**config.mk**
```make
export PLATFORM = sky130hd
export DESIGN_NAME = mii_tx_frame_scheduler
export DESIGN_NICKNAME = d
export VERILOG_FILES = /design/src/rtl/mii_tx_frame_scheduler.sv
export SDC_FILE = /design/constraint.sdc
export NUM_CORES = 1
export LEC_CHECK = 0
export BUFFER_PORTS_ARGS = -buffer_cell sky130_fd_sc_hd__buf_4
export CAP_MARGIN = 5
export CORE_ASPECT_RATIO = 0.8
export CORE_MARGIN = 2
export CORE_UTILIZATION = 46
export DETAILED_ROUTE_END_ITERATION = 10
export HOLD_SLACK_MARGIN = 0.05
export PLACE_DENSITY = 0.92
export SYNTH_ARGS = -nofsm -noshare
export SYNTH_HDL_FRONTEND = slang
export SYNTH_SLANG_ARGS = --single-unit
```
**constraint.sdc**
```tcl
create_clock -name clk -period 2 [get_ports clk]
set_input_delay 0.4 -clock clk [delete_from_list [all_inputs] [get_ports clk]]
set_output_delay 0.4 -clock clk [all_outputs]
set_load 0.02 [all_outputs]
```
**src/rtl/mii_tx_frame_scheduler.sv**
```systemverilog
// mii_tx_frame_scheduler: round-robin 64-bit MII TX scheduler with IPG enforcement and underrun abort.
// Define MII_TX_STATS_EN to add frame/abort counters.
module mii_tx_frame_scheduler #(
  parameter int          N_SRC         = 2,
  parameter int          DATA_WIDTH    = 64,
  parameter int          CTRL_WIDTH    = 8,
  parameter logic [7:0]  IDLE_CODE     = 8'h07,
  parameter logic [7:0]  START_CODE    = 8'hFB,
  parameter logic [7:0]  TERM_CODE     = 8'hFD,
  parameter logic [7:0]  ERROR_CODE    = 8'hFE,
  parameter int          MIN_IPG_BYTES = 12
) (
  input  logic                        clk,
  input  logic                        i_rst_n,
  input  logic [N_SRC-1:0]            i_req,
  input  logic [N_SRC*DATA_WIDTH-1:0] i_data,
  input  logic [N_SRC-1:0]            i_valid,
  input  logic [N_SRC-1:0]            i_last,
  input  logic [N_SRC*4-1:0]          i_last_nbytes,
  output logic [N_SRC-1:0]            o_ready,
  output logic [N_SRC-1:0]            o_grant,
  output logic [DATA_WIDTH-1:0]       o_tx_data,
  output logic [CTRL_WIDTH-1:0]       o_tx_ctrl,
  output logic                        o_busy,
  output logic                        o_underrun
`ifdef MII_TX_STATS_EN
  ,
  output logic [31:0]                 o_frame_cnt,
  output logic [15:0]                 o_abort_cnt
`endif
);
  localparam int SW      = $clog2(N_SRC);
  localparam int IPG_MAX = MIN_IPG_BYTES + 8;
  localparam int IW      = $clog2(IPG_MAX + 1);

  typedef enum logic [1:0] {IDLE, START, DATA, TERM} state_e;

  state_e                 state_q, state_d;
  logic [N_SRC-1:0]       grant_q, grant_d;
  logic [SW-1:0]          src_q, src_d;
  logic [IW-1:0]          ipg_q, ipg_d;
  logic [DATA_WIDTH-1:0]  tx_data_q, tx_data_d;
  logic [CTRL_WIDTH-1:0]  tx_ctrl_q, tx_ctrl_d;
  logic                   underrun_q, underrun_d;
  logic                   frame_inc, abort_inc;
  logic [IW:0]            ipg_sum;
  logic [DATA_WIDTH-1:0]  word;
  logic [3:0]             nb;
  logic                   valid, last, full, found;
  logic [SW-1:0]          pick, cand;

  assign o_ready    = (state_q == DATA) ? grant_q : '0;
  assign o_grant    = grant_q;
  assign o_tx_data  = tx_data_q;
  assign o_tx_ctrl  = tx_ctrl_q;
  assign o_busy     = state_q != IDLE;
  assign o_underrun = underrun_q;

  always_comb begin
    word  = '0;
    nb    = '0;
    valid = 1'b0;
    last  = 1'b0;
    for (int s = 0; s < N_SRC; s++)
      if (src_q == SW'(s)) begin
        word  = i_data[s*DATA_WIDTH +: DATA_WIDTH];
        nb    = i_last_nbytes[s*4 +: 4];
        valid = i_valid[s];
        last  = i_last[s];
      end
    full  = (nb == 4'd0) || (nb >= 4'd8);
    found = 1'b0;
    pick  = src_q;
    cand  = src_q;
    // search starts just after the last granted source, wrapping around
    for (int k = 1; k <= N_SRC; k++) begin
      cand = SW'((int'(src_q) + k) % N_SRC);
      if (!found && i_req[cand]) begin
        found = 1'b1;
        pick  = cand;
      end
    end
    ipg_sum    = {1'b0, ipg_q} + (IW+1)'(8);
    state_d    = state_q;
    grant_d    = grant_q;
    src_d      = src_q;
    ipg_d      = ipg_q;
    tx_data_d  = {8{IDLE_CODE}};
    tx_ctrl_d  = '1;
    underrun_d = 1'b0;
    frame_inc  = 1'b0;
    abort_inc  = 1'b0;
    case (state_q)
      IDLE: begin
        ipg_d = (ipg_sum > (IW+1)'(IPG_MAX)) ? IW'(IPG_MAX) : ipg_sum[IW-1:0];
        if (found && ipg_sum >= (IW+1)'(MIN_IPG_BYTES)) begin
          state_d = START;
          src_d   = pick;
          grant_d = N_SRC'(1) << pick;
        end
      end
      START: begin
        tx_data_d = {8'hD5, {6{8'h55}}, START_CODE};
        tx_ctrl_d = CTRL_WIDTH'(8'h01);
        state_d   = DATA;
      end
      DATA: begin
        if (!valid) begin
          tx_data_d  = {8{ERROR_CODE}};
          underrun_d = 1'b1;
          abort_inc  = 1'b1;
          ipg_d      = '0;
          grant_d    = '0;
          state_d    = IDLE;
        end else begin
          tx_data_d = word;
          tx_ctrl_d = '0;
          if (last && full) state_d = TERM;
          else if (last) begin
            // short last word carries TERM in the first unused lane
            for (int l = 0; l < 8; l++)
              if (l == int'(nb[2:0])) tx_data_d[l*8 +: 8] = TERM_CODE;
              else if (l > int'(nb[2:0])) tx_data_d[l*8 +: 8] = IDLE_CODE;
            tx_ctrl_d = CTRL_WIDTH'(8'hFF << nb[2:0]);
            ipg_d     = IW'(3'd7 - nb[2:0]);
            frame_inc = 1'b1;
            grant_d   = '0;
            state_d   = IDLE;
          end
        end
      end
      TERM: begin
        tx_data_d = {{7{IDLE_CODE}}, TERM_CODE};
        ipg_d     = IW'(7);
        frame_inc = 1'b1;
        grant_d   = '0;
        state_d   = IDLE;
      end
      default: state_d = IDLE;
    endcase
  end

  always_ff @(posedge clk) begin
    if (!i_rst_n) begin
      state_q    <= IDLE;
      grant_q    <= '0;
      src_q      <= SW'(N_SRC - 1);
      ipg_q      <= IW'(MIN_IPG_BYTES);
      tx_data_q  <= {8{IDLE_CODE}};
      tx_ctrl_q  <= '1;
      underrun_q <= 1'b0;
    end else begin
      state_q    <= state_d;
      grant_q    <= grant_d;
      src_q      <= src_d;
      ipg_q      <= ipg_d;
      tx_data_q  <= tx_data_d;
      tx_ctrl_q  <= tx_ctrl_d;
      underrun_q <= underrun_d;
    end
  end

`ifdef MII_TX_STATS_EN
  logic [31:0] frame_cnt_q, frame_cnt_d;
  logic [15:0] abort_cnt_q, abort_cnt_d;

  assign frame_cnt_d = frame_cnt_q + 32'(frame_inc);
  assign abort_cnt_d = abort_cnt_q + 16'(abort_inc);
  assign o_frame_cnt = frame_cnt_q;
  assign o_abort_cnt = abort_cnt_q;

  always_ff @(posedge clk) begin
    if (!i_rst_n) begin
      frame_cnt_q <= '0;
      abort_cnt_q <= '0;
    end else begin
      frame_cnt_q <= frame_cnt_d;
      abort_cnt_q <= abort_cnt_d;
    end
  end
`else
  logic unused_stats;
  assign unused_stats = frame_inc ^ abort_inc;
`endif
endmodule

```
==> results_dict.tcl <==
set metrics [dict create \
    status "completed" \
    syn_area_per_cell_um2 9.006 \
    drv_slew 0 \
    grt_pass1_vias 4769 \
    period_needed_ns 1.941 \
    die_w_um 112.5 \
    synth_common_cells "dfxtp_1, nand2_1, a21oi_1" \
    grt_pass1_wl_um 24490 \
    area_growth_pct 50.92 \
    synth.most_common_cell "dfxtp_1" \
    clockBufferDepth 2 \
    required_ns 2.26 \
    synth_cells 481 \
    dr_total_vias 4805 \
    fillCellCount 706 \
    placementRows 31 \
    grt.total_usage_pct 30.12 \
    path_max_fanout 24 \
    ios 222 \
    ys_seq_area_share_pct 38.36 \
    dieHeight_um 90.80 \
    drtIter0Drc 479 \
    numCtsBuffers 9 \
    ys_types 66 \
    wl_um 15690 \
    antenna_cells 0 \
    async_flop_share_pct 0 \
    grt_max_degree 28 \
    combPwrFrac_pct 51.2 \
    cp.arrival_ns 2.20 \
    start_util_pct 47.52 \
    p_leak_nw 3.165 \
    hp-class "in2reg" \
    cp-start-kind "register" \
    cts_root_buffer "clkbuf_16" \
    final.period_utilization_pct 97.07 \
    cap_violations 0 \
    synthTopCellsByArea "dfxtp_1, mux2i_1, mux2_2" \
    drt_pass1_iterations 5 \
    synth_edf_count 0 \
    grt.overflow.total 0 \
    drc 0 \
    tns_ns 0 \
    p_per_area_mw_per_mm2 1232 \
    cts_tree "done" \
    yosys.area.top_type "dfxtp_1" \
    power_switching_mw 3.264 \
    p_clk_share_pct 19.0 \
    vias_per_cell 5.713 \
    io_buffers 221 \
    synth_top_area_share_pct 38.36 \
    dp.final_hpwl_um 12610 \
    routedWlPerCell_um 18.66 \
    path_clk_slew_ns 0.06 \
    core_region_area_mm2 0.009115 \
    slew_headroom_pct 65.46 \
    design_power_total_mw 8.055 \
    syn_nets 633 \
    fmax_ghz 0.5151 \
    setup_viol 0 \
    p_int_mw 4.791 \
    crit_type "reg2reg" \
    post-cts-setup-buffer-count 0 \
    worst_pin_slew_ns 0.5182 \
    synth-seq-cells 83 \
    yosys_warnings 0 \
    hold_viol 0 \
    antenna_found_initial 0 \
    dieArea_mm2 0.01021 \
    worst_setup_path_end_kind "register" \
    clock_latency_ns 0.33 \
    clock-sinks 83 \
    nets 873 \
    rsz0062_at_grt "no" \
    synthFlopType "dfxtp_1" \
    skew_ns 0.005872 \
    postRouteAntennaNets 0 \
    layout-drive-gt1-share_pct 44.35 \
    netSwitchingFraction_pct 40.52 \
    seqPwrFrac_pct 29.8 \
    htree_levels 3 \
    peakVddDrop_uv 742.0 \
    gp_congestion 0.9726 \
    synth_area_mm2 0.004332 \
]
## routing by layer
layer	vias up	GRT usage (%)	part of all wire, %
li1	2224	-	-
met1	2245	36.99	39
met2	285	51.10	49
met3	51	7.315	8.8
met4	0	11.28	3.4
met5	-	0	0
## area by class of cell
cell class	instances	area (µm²)	share of cell area, %
multi-input cells	360	2469	37.76
repair buffers	255	1931	29.53
flip-flops and latches	83	1670	25.55
clock buffers	10	229.0	3.502
well taps	115	143.9	2.201
clock inverters	6	50.05	0.7656
inverters	12	45.04	0.6890
## state kept, by name (all words and copies together), names as in the netlist
name,cells
o_tx_data,64
o_tx_ctrl,8
ipg_q,5
o_grant,2
state_q,2
o_underrun,1
src_q,1
## path summary, 6_finish.rpt
check,from,to,slack (ns),cells after the start
max,src_q,ipg_q[0],0.06,5
min,i_data[106],o_tx_data[42],0.36,3
max reg2reg,src_q,ipg_q[0],0.06,5
min reg2reg,o_grant[1],o_grant[1],0.48,2
## per-stage QoR
stage / util, % / setup slack [ns] / instance area, µm² / hold slack, ns / std cells
2_1_floorplan: - / 0.05657 / 4333 / 0.4387 / 481
3_3_place_gp: 68.50 / 0.03602 / 6243 / 0.4545 / 825
3_5_place_dp: 68.50 / 0.04190 / 6243 / 0.4714 / 825
4_1_cts: 71.57 / 0.01435 / 6524 / 0.3477 / 841
5_1_grt: 71.72 / 0.0005053 / 6538 / 0.3571 / 841
6_report: 71.72 / 0.05856 / 6538 / 0.3551 / 841
## placed cells by master, fill, tap and decap left out, types with 3 or more instances in the layout
cell,instances
a2111oi_0,3
a211oi_1,5
a21o_1,4
a21oi_1,47
a31oi_1,3
and2_1,3
and3_1,4
buf_4,253
clkbuf_16,9
clkinv_4,3
dfxtp_1,80
ha_1,8
inv_1,12
mux2_2,24
mux2i_1,39
nand2_1,49
nand2b_1,4
nand3_1,6
nor2_1,38
nor2b_1,7
nor3_1,4
nor3_2,3
o211ai_1,4
o21a_1,5
o21ai_0,30
o21ai_1,8
o221ai_1,3
o22ai_1,5
o31ai_1,3
or2_2,4
or3_1,4
## cell families after synthesis
| logic type | synth area share [%] |
|---|---|
| AOI/OAI and AO/OA | 21.14 |
| adders and majority gates | 2.311 |
| buffers and inverters | 4.794 |
| DFF | 38.36 |
| muxes | 16.41 |
| and+or+nand+nor | 16.98 |
## power by group through the flow
stage | Clock (mW) | Sequential (mW) | Combinational [mW]
after floorplan | 0 | 2.86 | 2.00
after global placement | 0 | 2.40 | 3.97
after detailed placement | 0 | 2.42 | 4.05
after CTS | 1.54 | 2.39 | 4.07
after global routing | 1.63 | 2.45 | 4.38
final | 1.53 | 2.40 | 4.13
## worst max-delay path: stages, from the launching register on
cell	delay [ns]
dfxtp_4	0.53
mux2i_2	0.46
and3_1	0.30
o211ai_1	0.15
nand4_1	0.22
mux2i_1	0.22
## timing repair
| item | CTS | global route |
|---|---|---|
| resized for setup | 1 | 5 |
| hold buffers | 0 | 0 |
| endpoints found under the hold margin | 0 | 0 |
| endpoints found under the setup margin | 2 | 3 |
Note: power is estimated with default switching activity, not from simulation.
